$ cat config.mk
export PLATFORM = sky130hd
export DESIGN_NAME = ex_muldiv_seq_flat
export DESIGN_NICKNAME = d
export VERILOG_FILES = /design/src/rtl/ex_muldiv_seq_if.sv /design/src/rtl/ex_muldiv_seq.sv /design/src/flat_wrapper.sv
export SDC_FILE = /design/constraint.sdc
export NUM_CORES = 1
export LEC_CHECK = 0
export ABC_AREA = 0
export ABC_CLOCK_PERIOD_IN_PS = 6600
export BUFFER_PORTS_ARGS = -buffer_cell sky130_fd_sc_hd__buf_2
export CAP_MARGIN = 20
export CORE_UTILIZATION = 53
export CTS_BUF_LIST = sky130_fd_sc_hd__clkbuf_8
export CTS_CLUSTER_DIAMETER = 80
export DETAILED_ROUTE_END_ITERATION = 12
export HOLD_SLACK_MARGIN = 0.06
export PLACE_DENSITY = 0.69
export SLEW_MARGIN = 20
export SYNTH_ARGS = -nofsm -noshare
export SYNTH_HDL_FRONTEND = slang
export SYNTH_SLANG_ARGS = --single-unit
$ cat constraint.sdc
create_clock -name clk -period 6.6 [get_ports clk]
set_input_delay 0.33 -clock clk [delete_from_list [all_inputs] [get_ports clk]]
set_output_delay 0.33 -clock clk [all_outputs]
set_load 0.02 [all_outputs]
$ cat src/rtl/ex_muldiv_seq_if.sv
// ex_muldiv_seq_if: request/response bundle between the EX stage and the M-extension sequencer.
// master (EX stage) drives start, flush, funct3, data1, data2 and receives stall, done, result.
// slave (sequencer) is the mirror image.
interface ex_muldiv_seq_if #(
  parameter int WIDTH = 32
);
  logic             start;
  logic             flush;
  logic [2:0]       funct3;
  logic [WIDTH-1:0] data1;
  logic [WIDTH-1:0] data2;
  logic             stall;
  logic             done;
  logic [WIDTH-1:0] result;

  modport master (
    output start, flush, funct3, data1, data2,
    input  stall, done, result
  );

  modport slave (
    input  start, flush, funct3, data1, data2,
    output stall, done, result
  );
endinterface

$ cat src/rtl/ex_muldiv_seq.sv
// ex_muldiv_seq: multi-cycle RV32M multiply/divide sequencer on one shared radix-2 shift/add-sub datapath.
// Latency: done pulses WIDTH+1 cycles after accept; 1 cycle for div-by-zero/signed overflow when EARLY_OUT=1.
// Backpressure: stall holds the pipeline from accept until the result is delivered; start in CALC is ignored.
// Ports: clk; rst (async, active-high); bus (slave modport): start, flush, funct3, data1, data2 in;
//        stall (combinational), done (registered pulse), result (registered) out.
module ex_muldiv_seq #(
  parameter int WIDTH     = 32,
  parameter bit EARLY_OUT = 1'b1
) (
  input logic            clk,
  input logic            rst,
  ex_muldiv_seq_if.slave bus
);
  typedef enum logic [1:0] {IDLE, CALC, DONE} state_t;

  localparam int               CW      = $clog2(WIDTH) + 1;
  localparam logic [WIDTH-1:0] MIN_NEG = {1'b1, {(WIDTH-1){1'b0}}};

  state_t           state;
  logic [CW-1:0]    count;
  logic [2:0]       op;
  logic [WIDTH:0]   acc;     // product high half, or partial remainder
  logic [WIDTH-1:0] lo;      // multiplier shifting out / dividend shifting out, quotient shifting in
  logic [WIDTH-1:0] opb;     // |multiplicand| or |divisor|
  logic             neg_q;   // negate product / quotient
  logic             neg_r;   // negate remainder (dividend sign)
  logic             done_q;
  logic [WIDTH-1:0] res_q;

  // Accept-time decode
  logic             accept, is_div, sgn_a, sgn_b, neg_a, neg_b, b_zero, ovf, early;
  logic [WIDTH-1:0] abs_a, abs_b, early_res;

  always_comb begin
    accept = bus.start & ~bus.flush & (state != CALC);
    is_div = bus.funct3[2];
    // MULH, MULHSU and the signed divides treat rs1 as signed; rs2 is signed for MULH and DIV/REM.
    sgn_a  = (bus.funct3 == 3'b001) | (bus.funct3 == 3'b010) | (is_div & ~bus.funct3[0]);
    sgn_b  = (bus.funct3 == 3'b001) | (is_div & ~bus.funct3[0]);
    neg_a  = sgn_a & bus.data1[WIDTH-1];
    neg_b  = sgn_b & bus.data2[WIDTH-1];
    abs_a  = neg_a ? -bus.data1 : bus.data1;
    abs_b  = neg_b ? -bus.data2 : bus.data2;
    b_zero = (bus.data2 == '0);
    ovf    = is_div & ~bus.funct3[0] & (bus.data1 == MIN_NEG) & (bus.data2 == '1);
    early  = EARLY_OUT & is_div & (b_zero | ovf);
    if (b_zero) early_res = bus.funct3[1] ? bus.data1 : '1;
    else        early_res = bus.funct3[1] ? '0 : MIN_NEG;
  end

  // One iteration of the shared datapath plus the final result formatting
  logic [WIDTH:0]     sum, shifted, diff, acc_n;
  logic [WIDTH-1:0]   lo_n, quo_s, rem_s, fin;
  logic [2*WIDTH-1:0] prod, prod_s;

  always_comb begin
    sum     = {1'b0, acc[WIDTH-1:0]} + (lo[0] ? {1'b0, opb} : '0);
    shifted = {acc[WIDTH-1:0], lo[WIDTH-1]};
    diff    = shifted - {1'b0, opb};
    if (op[2]) begin
      if (shifted >= {1'b0, opb}) begin
        acc_n = diff;
        lo_n  = {lo[WIDTH-2:0], 1'b1};
      end else begin
        acc_n = shifted;
        lo_n  = {lo[WIDTH-2:0], 1'b0};
      end
    end else begin
      acc_n = {1'b0, sum[WIDTH:1]};
      lo_n  = {sum[0], lo[WIDTH-1:1]};
    end
    prod   = {acc_n[WIDTH-1:0], lo_n};
    prod_s = neg_q ? -prod : prod;
    quo_s  = neg_q ? -lo_n : lo_n;
    rem_s  = neg_r ? -acc_n[WIDTH-1:0] : acc_n[WIDTH-1:0];
    case (op)
      3'b000:                 fin = prod_s[WIDTH-1:0];
      3'b001, 3'b010, 3'b011: fin = prod_s[2*WIDTH-1:WIDTH];
      3'b100, 3'b101:         fin = quo_s;
      default:                fin = rem_s;
    endcase
  end

  always_ff @(posedge clk or posedge rst) begin
    if (rst) begin
      state  <= IDLE;
      count  <= '0;
      op     <= '0;
      acc    <= '0;
      lo     <= '0;
      opb    <= '0;
      neg_q  <= 1'b0;
      neg_r  <= 1'b0;
      done_q <= 1'b0;
      res_q  <= '0;
    end else if (bus.flush) begin
      state  <= IDLE;
      count  <= '0;
      done_q <= 1'b0;
    end else begin
      case (state)
        CALC: begin
          acc   <= acc_n;
          lo    <= lo_n;
          count <= count + CW'(1);
          if (count == CW'(WIDTH - 1)) begin
            res_q  <= fin;
            done_q <= 1'b1;
            count  <= '0;
            state  <= DONE;
          end
        end
        default: begin  // IDLE or DONE: a new op may be accepted while the old result is delivered
          done_q <= 1'b0;
          state  <= IDLE;
          if (accept) begin
            op    <= bus.funct3;
            count <= '0;
            if (early) begin
              res_q  <= early_res;
              done_q <= 1'b1;
              state  <= DONE;
            end else begin
              acc   <= '0;
              lo    <= abs_a;
              opb   <= abs_b;
              // A zero divisor must yield an all-ones quotient regardless of the dividend sign.
              neg_q <= (neg_a ^ neg_b) & ~(is_div & b_zero);
              neg_r <= neg_a;
              state <= CALC;
            end
          end
        end
      endcase
    end
  end

  assign bus.stall  = ~rst & ((state == CALC) | accept);
  assign bus.done   = done_q;
  assign bus.result = res_q;
endmodule

$ cat src/flat_wrapper.sv
// flat-port wrapper written by rule: the top's interface ports become plain ports
module ex_muldiv_seq_flat 
#(
  parameter int WIDTH     = 32,
  parameter bit EARLY_OUT = 1'b1
)
  (clk, rst, bus_start, bus_flush, bus_funct3, bus_data1, bus_data2, bus_stall, bus_done, bus_result);
  ex_muldiv_seq_if #(.WIDTH(WIDTH)) bus_i ();
  input logic clk;
  input logic rst;
  input wire logic [$bits(bus_i.start)-1:0] bus_start;
  input wire logic [$bits(bus_i.flush)-1:0] bus_flush;
  input wire logic [$bits(bus_i.funct3)-1:0] bus_funct3;
  input wire logic [$bits(bus_i.data1)-1:0] bus_data1;
  input wire logic [$bits(bus_i.data2)-1:0] bus_data2;
  output wire logic [$bits(bus_i.stall)-1:0] bus_stall;
  output wire logic [$bits(bus_i.done)-1:0] bus_done;
  output wire logic [$bits(bus_i.result)-1:0] bus_result;
  assign bus_i.start = bus_start;
  assign bus_i.flush = bus_flush;
  assign bus_i.funct3 = bus_funct3;
  assign bus_i.data1 = bus_data1;
  assign bus_i.data2 = bus_data2;
  assign bus_stall = bus_i.stall;
  assign bus_done = bus_i.done;
  assign bus_result = bus_i.result;
  ex_muldiv_seq #(.WIDTH(WIDTH), .EARLY_OUT(EARLY_OUT)) u_core (.clk(clk), .rst(rst), .bus(bus_i));
endmodule
# Yosys cells after proc, flatten, opt, wreduce, memory -nomap -nowiden
# Cells that the tools add are included.
dict set report word_totals {
  ff_bits 142
  inputBits 71
  output_inout_bits 34
  wordCells 106
}
dict set report classes {
  addsub 8
  n_lt_le_gt_ge 1
  eq_ne 15
  n_mux 38
  bitwise_logic 23
  reduce_logical 11
}
# op count
set op_table {}
lappend op_table {{$mux 32} 21}
lappend op_table {{$neg 32->32} 4}
lappend op_table {{$pmux 32 s3} 1}
lappend op_table {{$eq 32x32->1 const B} 2}
lappend op_table {{$mux 64} 1}
lappend op_table {{$neg 64->64} 1}
lappend op_table {{$add 32x32->33} 1}
lappend op_table {{$ge 33x32->1} 1}
lappend op_table {{$logic_not 32->1} 1}
lappend op_table {{$sub 32x32->32} 1}
lappend op_table {{$mux 6} 4}
lappend op_table {{$and 1x1->1} 11}
lappend op_table {{$mux 2} 5}
lappend op_table {{$eq 3x2->1 const B} 3}
lappend op_table {{$reduce_and 4->1} 2}
lappend op_table {{$add 6x1->6 const B} 1}
lappend op_table {{$eq 3x1->1 const B} 2}
lappend op_table {{$eq 3x3->1 const B} 2}
lappend op_table {{$eq 6x5->1 const B} 1}
lappend op_table {{$mux 1} 6}
lappend op_table {{$not 1->1} 6}
lappend op_table {{$reduce_and 3->1} 2}
lappend op_table {{$or 1x1->1} 5}
lappend op_table {{$ne 2x1->1 const B} 2}
lappend op_table {{other kinds (9)} 10}

# Depth between registers and ports, before layout
# Gate-level depths: netlist of the first run.
dict set report depth {
  ltp_word 10
  ltp_mapped 24
}

# Least setup slack after synthesis of the first run
# No wires, ideal clock.
dict set report synth_path {
  kind {reg2reg}
  from {register u_core.acc[7]}
  to {register u_core.res_q[22], in the netlist u_core.bus.result[22]}
  setup_ps 124
  arrival_ps 4981
  required_time_ps 6476
  setup_slack_ps 1495
  stages_incl_launch_ff 22
  synth_period_minus_slack_ps 5105
  cell_sequence {dfrtp_1 > ha_1 > buf_6 > a2111o_1 > a31oi_4 > o31ai_2 > o311ai_4 > buf_2 > a31o_2 > ha_1 > inv_1 > a21oi_1 > and2_1 > nand3_1 > or2_2 > or3_1 > or2_2 > buf_6 > or4_4 > mux2_4 > nor3_2 > o21ai_1}
}
dict set report synth_via {
  elab_chain_cells 8
  word_cells_on_any_way 16
  cone_classes {add/sub (5); order compare (1); mux (10)}
}
# element line_no
set synth_rtl {}
lappend synth_rtl {{start, declared} ex_muldiv_seq.sv:22} ;# logic [WIDTH:0] acc;
lappend synth_rtl {{start signal, assigned} ex_muldiv_seq.sv:103} ;# acc <= acc_n;
lappend synth_rtl {{$sub 32x32->32 or $ge 33x32->1 (tied branches)} {ex_muldiv_seq.sv:59, ex_muldiv_seq.sv:61}}
lappend synth_rtl {{$mux 32 or $mux 1 (tied branches)} ex_muldiv_seq.sv:61} ;# if (shifted >= {1'b0, opb}) begin
lappend synth_rtl {{$mux 32} ex_muldiv_seq.sv:60} ;# if (op[2]) begin
lappend synth_rtl {{$neg 64->64, or another cell as far along} ex_muldiv_seq.sv:73} ;# prod_s = neg_q ? -prod : prod;
lappend synth_rtl {{$mux 64, or another cell as far along} ex_muldiv_seq.sv:73}
lappend synth_rtl {{$pmux 32 s3 (*)} ex_muldiv_seq.sv:76} ;# case (op)
lappend synth_rtl {{$mux 32 (*)} ex_muldiv_seq.sv:106} ;# if (count == CW'(WIDTH - 1)) begin
lappend synth_rtl {{$mux 32 (*)} ex_muldiv_seq.sv:101} ;# case (state)
lappend synth_rtl {{end signal, assigned} ex_muldiv_seq.sv:107} ;# res_q <= fin;
lappend synth_rtl {{end signal, assigned} ex_muldiv_seq.sv:120} ;# res_q <= early_res;
lappend synth_rtl {{end, declared} ex_muldiv_seq.sv:28} ;# logic [WIDTH-1:0] res_q;
# Every way passes the cells marked *; elsewhere a longest branch is shown, timed or not. The select of a mux whose other input is x is not followed.
# A chain may end at the register's enable or synchronous reset.

# Final worst setup path of the first run
dict set report layout_path {
  from {register u_core.acc[7]}
  to {register u_core.res_q[20], in the netlist u_core.bus.result[20]}
}
# The elaborated chain is that of the path after synthesis.

==> results.sh, run 1 <==
export IMPL_run_status="complete, no violations"
export IMPL_reg2reg_slack_ps=710
export IMPL_synthFlopType="sky130_fd_sc_hd__dfrtp_1"
export IMPL_timing_rr_end="u_core.bus.result[20]"
export IMPL_ant_nets_after_route=0
export IMPL_grt_antenna_before_repair=2
export IMPL_worst_skew_pair_late_latency_ps=520
export IMPL_boundaryPins=105
export IMPL_yosysSeqAreaShare=0.229
export IMPL_total_area_of_multi_input_combinational_cells_sq_mm=0.0111
export IMPL_grt_total_usage=0.402
export IMPL_skew_ps=16.1
export IMPL_multiplexer_share_of_the_synthesized_area=0.0277
export IMPL_p_leak_nw=7.04
export IMPL_clock_root_buffer="sky130_fd_sc_hd__clkbuf_8"
export IMPL_layout_worst_path_cycle_share=0.892
export IMPL_worst_slew_pin_slew_ps=1010
export IMPL_placement_io_buffers=104
export IMPL_postSynthAreaPerCell_sq_um=7.37
export IMPL_synth_edff_count=0
export IMPL_worst_path_largest_cell_delay_ps=510
export IMPL_initial_core_util=0.537
export IMPL_tritoncts_num_buffers=17
export IMPL_yosysWarnings=0
export IMPL_finish_instance_area_sq_mm=0.0166
export IMPL_drt_first_pass_iters=6
export IMPL_slew_viol_final=0
export IMPL_critical_path_endpoint="u_core.bus.result[20]"
export IMPL_postPlaceCellArea_sq_mm=0.0162
export IMPL_syn_num_nets=2235
export IMPL_cp_cell_sequence="ha_1, a2111o_1, a31oi_4, o31ai_2, o311ai_4, a31o_2, ha_1, inv_1, a21oi_1, and2_1, nand3_1, or2_2, or3_1, or2_2, nor3_1, a21oi_1, xnor2_1, a221oi_1, nor3_1"
export IMPL_async_sr_flop_fraction=1.00
export IMPL_num_fill_cells=2712
export IMPL_placement_setup_worst_slack_ps=883
export IMPL_n_antenna_cell=0
export IMPL_cts_repair_resized=0
export IMPL_place_gp_congestion=1.02
export IMPL_drt_wirelength_per_cell_um=23.9
export IMPL_period_needed_ps=5890
export IMPL_critPathBufInv=1
export IMPL_grt_overflow_total=0
export IMPL_timing_rr_start="u_core.acc[7]"
export IMPL_synth_adder_area_share=0.0594
export IMPL_post_cts_setup_buffer_count=0
export IMPL_tritoncts="yes"
export IMPL_worstPathArrival_ps=6280
export IMPL_cts_num_sinks=141
export IMPL_syn_to_layout_area_delta_pct=7.63
export IMPL_post_synth_xor_area_fraction=0.0994
export IMPL_final_layout_size_suffix_gt1_frac=0.117
export IMPL_die_width_um=173
export IMPL_die_area_sq_mm=0.0298
export IMPL_report_power_total_mw=6.72
export IMPL_critical_path_required_ps=7000
export IMPL_cts_hold_buf=1
export IMPL_worstSetupPathType="flip-flop to flip-flop"
export IMPL_layout_core_utilization=0.578
export IMPL_synth_top_family_by_area="compound AO/OA/AOI/OAI gates"
export IMPL_setup_viol_count_final=0
export IMPL_ctsHtreeMaxLevel=4
export IMPL_netlist_cell_type_count=110
export IMPL_area_of_all_sequential_standard_cells_sq_mm=0.00353
export IMPL_drt_first_iter_violations=2370
export IMPL_worst_path_max_delay_cell="sky130_fd_sc_hd__o311ai_4"
export IMPL_synthesis_area_sq_mm=0.0154
export IMPL_remaining_drc_errors=0
export IMPL_whs_path_depth=3
export IMPL_die_h_um=173
export IMPL_timing_critical_path_depth=19
export IMPL_end_kind="flip-flop"
export IMPL_maxClockFrequency_mhz=170
export IMPL_syn_inst=2092
export IMPL_reg2regPathDepth=19
export IMPL_synth_compound_area_frac=0.288
export IMPL_peakVddDrop_mv=0.194
export IMPL_max_cap_viol_count=0
export IMPL_drt_total_wl_mm=60.3
export IMPL_rsz0062_at_grt="no"
export IMPL_hold_viol=0
export IMPL_grt_pass1_wl_mm=92.2
export IMPL_tns_ps=0
export IMPL_hold_path_startpoint="bus_data2[1]"
export IMPL_synth_simple_gate_area_share=0.243
export IMPL_min_path_type="input pin to flip-flop"
export IMPL_timing_max_slew_rel_slack=0.324
export IMPL_timing_critical_path_max_delay_family="compound AO/OA/AOI/OAI gates"
export IMPL_clkSlewWorstSetupHoldPaths_ps=90
export IMPL_power_per_cell_area_mw_per_mm2=405
export IMPL_post_dp_hpwl_mm=46.5
export IMPL_core_rowCount=62
export IMPL_count_of_state_elements_after_synthesis=141
export IMPL_final_nets=2273
export IMPL_cp_max_fo=15
export IMPL_final_critical_path_setup_slack_ps=714
export IMPL_num_vias=16800
export IMPL_worstSetupStartpointType="flip-flop"
export IMPL_via_per_inst=6.64
export IMPL_largest_net_degree_at_the_start_of_global_routing=86
export IMPL_cts_root_to_sink_buffers=2
export IMPL_fp_coreArea_sq_mm=0.0287
export IMPL_crit_path_start="u_core.acc[7]"
export IMPL_grt_pass1_vias=15400
cell usage in the layout, fill, tap and decap left out, types with 27 or more instances in the layout:
cell and n:
sky130_fd_sc_hd__dfrtp_1 140, sky130_fd_sc_hd__nand2_1 225, sky130_fd_sc_hd__o21ai_0 221, sky130_fd_sc_hd__xnor2_1 112
sky130_fd_sc_hd__nor3_1 80, sky130_fd_sc_hd__ha_1 70, sky130_fd_sc_hd__nand3_1 51, sky130_fd_sc_hd__a21oi_1 183
sky130_fd_sc_hd__inv_1 70, sky130_fd_sc_hd__a31oi_1 32, sky130_fd_sc_hd__nand4_1 31, sky130_fd_sc_hd__buf_4 36
sky130_fd_sc_hd__mux2i_1 31, sky130_fd_sc_hd__xor2_1 63, sky130_fd_sc_hd__and2_1 48, sky130_fd_sc_hd__nor2_1 197
sky130_fd_sc_hd__o31ai_1 27, sky130_fd_sc_hd__buf_2 104
state kept, by name (all words and copies together) (netlist names), 3 cells and up:
name / count
u_core.bus.result: 32
u_core.op: 3
u_core.count: 6
u_core.lo: 32
u_core.opb: 32
u_core.acc: 32
metrics by stage:
step | cells | hold WS [ps]
6_report | 2527 | 129
5_1_grt | 2527 | 154
4_1_cts | 2527 | 120
3_5_place_dp | 2494 | 470
3_3_place_gp | 2494 | 469
2_1_floorplan | 2092 | 447
per-layer routing:
| layer | GRT usage | vias to the layer above | share of wire |
|---|---|---|---|
| met5 | 0 | - | 0.00045 |
| met4 | 0.155 | 4 | 0.036 |
| met3 | 0.0794 | 143 | 0.11 |
| met2 | 0.590 | 977 | 0.42 |
| met1 | 0.578 | 7973 | 0.43 |
| li1 | - | 7682 | - |
cell type report:
cell class / instances / share of cell area
Timing Repair Buffer: 142 / 0.0494
Clock inverter: 13 / 0.00822
Inverter: 74 / 0.0170
Multi-Input combinational cell: 1754 / 0.668
Tap cell: 384 / 0.0289
Sequential cell: 141 / 0.213
Clock buffer: 19 / 0.0158
how the worst min path moves through the flow:
stage / end
after floorplan: u_core.op[2]
after global placement: u_core.bus.result[7]
after detailed placement: u_core.bus.result[15]
after CTS: u_core.opb[1]
after global routing: u_core.opb[1]
final: u_core.opb[1]
worst min-delay path, cell delays in order:
cell and delay [ps]:
sky130_fd_sc_hd__buf_2 140, sky130_fd_sc_hd__nand2_1 60, sky130_fd_sc_hd__a31oi_1 70
cell families (layout without fill, tap and decap cells):
group           count (synthesis)  in the layout
compound gates                694            694
xor+xnor                      175            175
fa+ha+maj                      72             72
buf+inv                       197            248
flops                         141            141
mux                            41             41
simple gates                  772            772
cells in the mapped netlist, drive strengths merged (7+ instances only):
cell	count	share of area
nor4	14	0.0057
nand2b	17	0.0069
nand4	32	0.013
clkbuf	85	0.021
nor3	82	0.027
a211o	7	0.0040
a211oi	17	0.0083
a311oi	10	0.0080
xor2	63	0.036
and3	16	0.0067
or2	13	0.0053
xnor2	112	0.064
mux2	10	0.0075
o22ai	14	0.0057
mux2i	31	0.020
o41ai	8	0.0045
and2	51	0.021
nand2	227	0.056
o31ai	28	0.014
nand3	51	0.017
o211ai	9	0.0056
a31oi	34	0.015
o21a	24	0.012
or4	10	0.0054
o31a	7	0.0041
ha	70	0.057
dfrtp	141	0.23
a21o	27	0.013
buf	38	0.015
a21oi	184	0.060
inv	72	0.018
nor2	198	0.049
a22o	10	0.0057
o21ai	233	0.076
nor2b	11	0.0045
or3	20	0.0089
a221oi	11	0.0067
power breakdown:
group,leakage [nW],switching (mW),internal (mW),total [mW]
clock network,0.195,0.408,0.356,0.763
logic,5.01,3.02,1.67,4.68
registers,1.84,0.245,1.03,1.27
total,7.04,3.67,3.05,6.72
No activity file was read; power rests on OpenSTA's default activity.
==> run 2: changes to the inputs <==
- CTS_BUF_LIST: sky130_fd_sc_hd__clkbuf_8 -> sky130_fd_sc_hd__clkbuf_4
==> run 2 against run 1 <==
  * Critical path depth did not move
  * Count of clock-buffer cells in the layout is 2 lower
  * Power shrank 2.1%
  * Final cell count increased by 0.71%
  * Global-route usage up 0.090 points
  * Via count up 0.26%
  * Register-to-register slack hardly changed
  * Clock power fell by 20%
  * First-iteration DRC count decreased by 7.9%
  * Combinational power hardly changed
  * Fmax shrank 0.19%
==> results.sh, run 2 (synthesized netlist as in run 1, its figures left out) <==
export IMPL_boundaryPins=105
export IMPL_period_needed_ps=5900
export IMPL_drt_total_wl_mm=60.7
export IMPL_skew_ps=31.6
export IMPL_grt_pass1_wl_mm=92.5
export IMPL_area_of_all_sequential_standard_cells_sq_mm=0.00353
export IMPL_timing_max_slew_rel_slack=0.329
export IMPL_remaining_drc_errors=0
export IMPL_grt_pass1_vias=15500
export IMPL_layout_worst_path_cycle_share=0.894
export IMPL_dpl_cell_count=2494
export IMPL_hold_viol=0
export IMPL_max_cap_viol_count=0
export IMPL_critical_path_required_ps=7120
export IMPL_fin_worst_hold_slack_ps=107
export IMPL_worst_slew_pin_slew_ps=1000
export IMPL_timing_rr_start="u_core.acc[7]"
export IMPL_whs_path_depth=5
export IMPL_drt_first_pass_iters=8
export IMPL_post_dp_hpwl_mm=46.5
export IMPL_tns_ps=0
export IMPL_final_nets=2290
export IMPL_cp_max_fo=15
export IMPL_power_per_cell_area_mw_per_mm2=395
export IMPL_worstPathArrival_ps=6410
export IMPL_num_vias=16800
export IMPL_tritoncts="yes"
export IMPL_largest_net_degree_at_the_start_of_global_routing=86
export IMPL_p_leak_nw=7.06
export IMPL_tritoncts_num_buffers=17
export IMPL_drt_wirelength_per_cell_um=23.8
export IMPL_worstSetupStartpointType="flip-flop"
export IMPL_hold_path_startpoint="bus_data1[1]"
export IMPL_via_per_inst=6.61
export IMPL_cts_num_sinks=141
export IMPL_timing_hold_worst_endpoint="u_core.lo[1]"
export IMPL_drt_first_iter_violations=2182
export IMPL_run_status="complete, no violations"
export IMPL_initial_core_util=0.537
export IMPL_timing_rr_end="u_core.bus.result[20]"
export IMPL_worst_skew_pair_late_latency_ps=650
export IMPL_maxClockFrequency_mhz=170
export IMPL_worstSetupPathType="flip-flop to flip-flop"
export IMPL_slew_viol_final=0
export IMPL_placement_io_buffers=104
export IMPL_die_area_sq_mm=0.0298
export IMPL_min_path_type="input pin to flip-flop"
export IMPL_setup_viol_count_final=0
export IMPL_end_kind="flip-flop"
export IMPL_fp_coreArea_sq_mm=0.0287
export IMPL_ctsHtreeMaxLevel=4
export IMPL_die_width_um=173
export IMPL_reg2regPathDepth=19
export IMPL_clock_root_buffer="sky130_fd_sc_hd__clkbuf_4"
export IMPL_peakVddDrop_mv=0.229
export IMPL_place_gp_congestion=1.02
export IMPL_final_layout_size_suffix_gt1_frac=0.115
export IMPL_grt_antenna_before_repair=3
export IMPL_layout_common_cells="sky130_fd_sc_hd__nand2_1, sky130_fd_sc_hd__o21ai_0, sky130_fd_sc_hd__nor2_1"
export IMPL_ant_nets_after_route=0
export IMPL_crit_path_start="u_core.acc[7]"
export IMPL_layout_commonest_cell="sky130_fd_sc_hd__nand2_1"
export IMPL_instances_no_fill=2545
export IMPL_grt_overflow_total=0
export IMPL_total_area_of_multi_input_combinational_cells_sq_mm=0.0111
export IMPL_report_power_total_mw=6.58
export IMPL_clkSlewWorstSetupHoldPaths_ps=150
export IMPL_die_h_um=173
export IMPL_grt_total_usage=0.403
export IMPL_core_rowCount=62
export IMPL_cts_root_to_sink_buffers=2
export IMPL_rsz0062_at_grt="no"
export IMPL_syn_to_layout_area_delta_pct=7.93
export IMPL_num_fill_cells=2723
export IMPL_reg2reg_slack_ps=700
export IMPL_cts_repair_resized=0
run 2: per-layer routing:
metal	track usage	routed length, um	up-vias
li1	-	-	7710
met1	0.576	26200	8013
met2	0.593	25700	959
met3	0.0899	6650	137
met4	0.145	2080	4
met5	0	27	-
run 2: worst max-delay path, stage by stage (launching register included):
cell and delay (ps):
sky130_fd_sc_hd__dfrtp_1 460, sky130_fd_sc_hd__ha_1 440, sky130_fd_sc_hd__a2111o_1 450, sky130_fd_sc_hd__a31oi_4 220, sky130_fd_sc_hd__o31ai_2 170, sky130_fd_sc_hd__o311ai_4 500, sky130_fd_sc_hd__a31o_2 350, sky130_fd_sc_hd__ha_1 200
sky130_fd_sc_hd__inv_1 50, sky130_fd_sc_hd__a21oi_1 180, sky130_fd_sc_hd__and2_1 180, sky130_fd_sc_hd__nand3_1 160, sky130_fd_sc_hd__or2_2 400, sky130_fd_sc_hd__or3_1 440, sky130_fd_sc_hd__or2_2 500, sky130_fd_sc_hd__nor3_1 400
sky130_fd_sc_hd__a21oi_1 150, sky130_fd_sc_hd__xnor2_1 150, sky130_fd_sc_hd__a221oi_1 310, sky130_fd_sc_hd__nor3_1 70
run 2: area by class of cell:
cell class,count,area share
Multi-Input combinational cell,1754,0.666
Sequential cell,141,0.212
Timing Repair Buffer,159,0.0595
Tap cell,384,0.0289
Inverter,74,0.0170
Clock inverter,15,0.00864
Clock buffer,17,0.00767
Antenna cell,1,0.000150
run 2: worst max-delay path by stage:
| stage | endpoint | slack [ps] | cells after the start |
|---|---|---|---|
| 6_report | u_core.bus.result[20] | 700 | 19 |
| 5_1_grt | u_core.bus.result[20] | 450 | 19 |
| 4_1_cts | u_core.bus.result[20] | 830 | 19 |
| 3_5_place_dp | u_core.bus.result[22] | 880 | 18 |
| 3_3_place_gp | u_core.bus.result[22] | 990 | 18 |
| 2_1_floorplan | u_core.bus.result[22] | 1500 | 21 |
run 2: repair_timing:
| item | in CTS | in global routing |
|---|---|---|
| endpoints found under the hold margin | 102 | 0 |
| hold buffers | 18 | 0 |
| setup buffers | 0 | 0 |
run 2: report_power, final:
group | total [mW] | internal, mW | switching [mW]
clock network | 0.610 | 0.222 | 0.388
registers | 1.27 | 1.03 | 0.245
logic | 4.70 | 1.67 | 3.03
total | 6.58 | 2.92 | 3.66
run 2: metrics by stage:
stage          area [sq um]  setup WS, ps  utilization
6_report              16600           702        0.580
5_1_grt               16600           449        0.580
4_1_cts               16600           832        0.580
3_5_place_dp          16200           883        0.564
3_3_place_gp          16200           986        0.564
2_1_floorplan         15400          1500            -
==> run 3: changes to the inputs <==
- ABC_CLOCK_PERIOD_IN_PS: 6600 -> 7400
- clock period: 6.6 -> 7.4 ns (I/O delays scaled with it)
==> run 3 against run 2 <==
  * Hold slack got worse by 6.2 ps
  * Critical path type unchanged
  * Non-clock buffer count fell by 19
  * Core utilization is 0.48 points lower
==> results.sh, run 3 (synthesized netlist as in run 1, its figures left out) <==
export IMPL_run_status="complete, no violations"
export IMPL_drt_total_wl_mm=60.4
export IMPL_via_per_inst=6.63
export IMPL_hold_viol=0
export IMPL_power_per_cell_area_mw_per_mm2=355
export IMPL_p_switching_mw=3.28
export IMPL_clkSlewWorstSetupHoldPaths_ps=150
export IMPL_skew_ps=24.5
export IMPL_die_width_um=173
export IMPL_whs_path_depth=3
export IMPL_tns_ps=0
export IMPL_remaining_drc_errors=0
export IMPL_period_needed_ps=6140
export IMPL_drt_first_iter_violations=2008
export IMPL_critical_path_required_ps=7930
export IMPL_report_power_total_mw=5.86
export IMPL_placement_io_buffers=104
export IMPL_worstPathArrival_ps=6670
export IMPL_combinationalPowerShare=0.705
export IMPL_layout_common_cells="sky130_fd_sc_hd__nand2_1, sky130_fd_sc_hd__o21ai_0, sky130_fd_sc_hd__nor2_1"
export IMPL_worst_path_largest_cell_delay_ps=700
export IMPL_end_kind="flip-flop"
export IMPL_post_cts_setup_buffer_count=0
export IMPL_die_area_sq_mm=0.0298
export IMPL_critPathBufInv=2
export IMPL_max_cap_viol_count=0
export IMPL_pwr_share_clk=0.100
export IMPL_worst_path_max_delay_cell="sky130_fd_sc_hd__o311ai_4"
export IMPL_num_vias=16800
export IMPL_tritoncts_num_buffers=17
export IMPL_reg2regPathDepth=19
export IMPL_p_leak_nw=6.99
export IMPL_grt_pass1_wl_mm=92.9
export IMPL_min_path_type="input pin to flip-flop"
export IMPL_layout_commonest_cell="sky130_fd_sc_hd__nand2_1"
export IMPL_timing_critical_path_max_delay_family="simple AND/OR/NAND/NOR gates"
export IMPL_wl_met2_mm=25.9
export IMPL_worstSetupStartpointType="flip-flop"
export IMPL_route_layer_met1_wl_mm=26.4
export IMPL_worstSetupPathType="flip-flop to flip-flop"
export IMPL_fp_coreArea_sq_mm=0.0287
export IMPL_timing_max_slew_rel_slack=0.252
export IMPL_clock_root_buffer="sky130_fd_sc_hd__clkbuf_4"
export IMPL_num_fill_cells=2813
export IMPL_initial_core_util=0.537
export IMPL_post_dp_hpwl_mm=46.1
export IMPL_boundaryPins=105
export IMPL_cts_repair_resized=0
export IMPL_drt_wirelength_per_cell_um=23.9
export IMPL_cts_root_to_sink_buffers=2
export IMPL_timing_critical_path_depth=19
export IMPL_place_gp_congestion=1.03
export IMPL_maxClockFrequency_mhz=163
export IMPL_grt_antenna_before_repair=3
export IMPL_worst_skew_pair_late_latency_ps=630
export IMPL_grt_overflow_total=0
export IMPL_cp_cell_sequence="inv_1, ha_1, a21o_1, a31oi_1, a2111oi_4, o311ai_4, a31o_2, ha_1, inv_1, a21oi_1, and2_1, nand3_1, or2_2, or3_1, or2_2, or4_4, mux2_4, nor3_2, o21ai_1"
export IMPL_rsz0062_at_grt="no"
export IMPL_cp_max_fo=15
export IMPL_power_sequential_fraction=0.195
export IMPL_detailroute_wirelength_met3_mm=6.41
export IMPL_core_rowCount=62
export IMPL_worst_slew_pin_slew_ps=1090
export IMPL_power_report_internal_total_mw=2.57
export IMPL_final_layout_size_suffix_gt1_frac=0.113
export IMPL_highest_layer="met4"
export IMPL_slew_viol_final=0
export IMPL_die_h_um=173
export IMPL_tritoncts="yes"
export IMPL_final_nets=2271
export IMPL_setup_viol_count_final=0
export IMPL_grt_pass1_vias=15500
export IMPL_peakVddDrop_mv=0.194
export IMPL_cts_num_sinks=141
export IMPL_power_switching_fraction=0.561
export IMPL_ant_nets_after_route=0
export IMPL_grt_total_usage=0.403
export IMPL_largest_net_degree_at_the_start_of_global_routing=97
export IMPL_ctsHtreeMaxLevel=4
export IMPL_drt_first_pass_iters=6
export IMPL_layout_worst_path_cycle_share=0.830
export IMPL_syn_to_layout_area_delta_pct=7.03
==> run 3: cell types whose count changed in the layout (fill, tap and decap cells not counted), sizes merged <==
cell / delta
buf: -10
clkinv: -1
clkinvlp: -3
dlygate4sd3: -9
diode: +2
inv: +4
==> run 3: cell type report <==
cell class / instances / area (sq um) / area share
flip-flops and latches: 141 / 3530 / 0.214
diodes: 3 / 7.51 / 0.000455
multi-input cells: 1754 / 11100 / 0.672
inverters: 74 / 283 / 0.0171
repair buffers: 140 / 813 / 0.0493
well taps: 384 / 480 / 0.0291
clock buffers: 17 / 128 / 0.00773
clock inverters: 15 / 178 / 0.0108
==> run 3: power by group through the flow <==
stage | combinational [mW] | clock [mW] | sequential, mW
floorplan | 2.96 | 0 | 1.04
global placement | 3.98 | 0 | 1.13
detailed placement | 3.98 | 0 | 1.14
CTS | 4.01 | 0.585 | 1.13
global route | 4.43 | 0.615 | 1.16
finish | 4.13 | 0.583 | 1.14
==> run 3: metal layers <==
metal	vias to the layer above	GRT usage
met3	98	0.0838
met5	-	0
met2	915	0.596
met4	0	0.130
li1	7682	-
met1	8063	0.583
==> run 3: worst min-delay path, delay by kind of cell <==
family,cells,cell delay [ps]
buf+inv,2,220
compound gates,1,90
==> run 3: metrics by stage <==
step | setup WS (ps) | utilization | std cells | area [sq um] | hold slack [ps]
finish | 1260 | 0.575 | 2528 | 16500 | 101
global placement | 1630 | 0.561 | 2484 | 16100 | 466
detailed placement | 1430 | 0.561 | 2484 | 16100 | 468
global route | 1030 | 0.575 | 2527 | 16500 | 89.7
floorplan | 2300 | - | 2092 | 15400 | 464
CTS | 1400 | 0.575 | 2525 | 16500 | 71.2
==> run 3: repair_timing <==
item                                    4_1_cts  5_1_grt
hold endpoints to repair                     76        0
hold buffers                                  9        0
endpoints found under the setup margin        0        0
==> run 3: final timing paths <==
kind	endpoint	startpoint	slack, ps
max	u_core.bus.result[22]	u_core.opb[4]	1260
min	u_core.opb[0]	bus_data2[0]	100
max reg2reg	u_core.bus.result[22]	u_core.opb[4]	1260
min reg2reg	u_core.bus.result[15]	u_core.bus.result[15]	500
max in group asynchronous	u_core.op[2]	rst	5470
min in group asynchronous	u_core.state[0]	rst	370
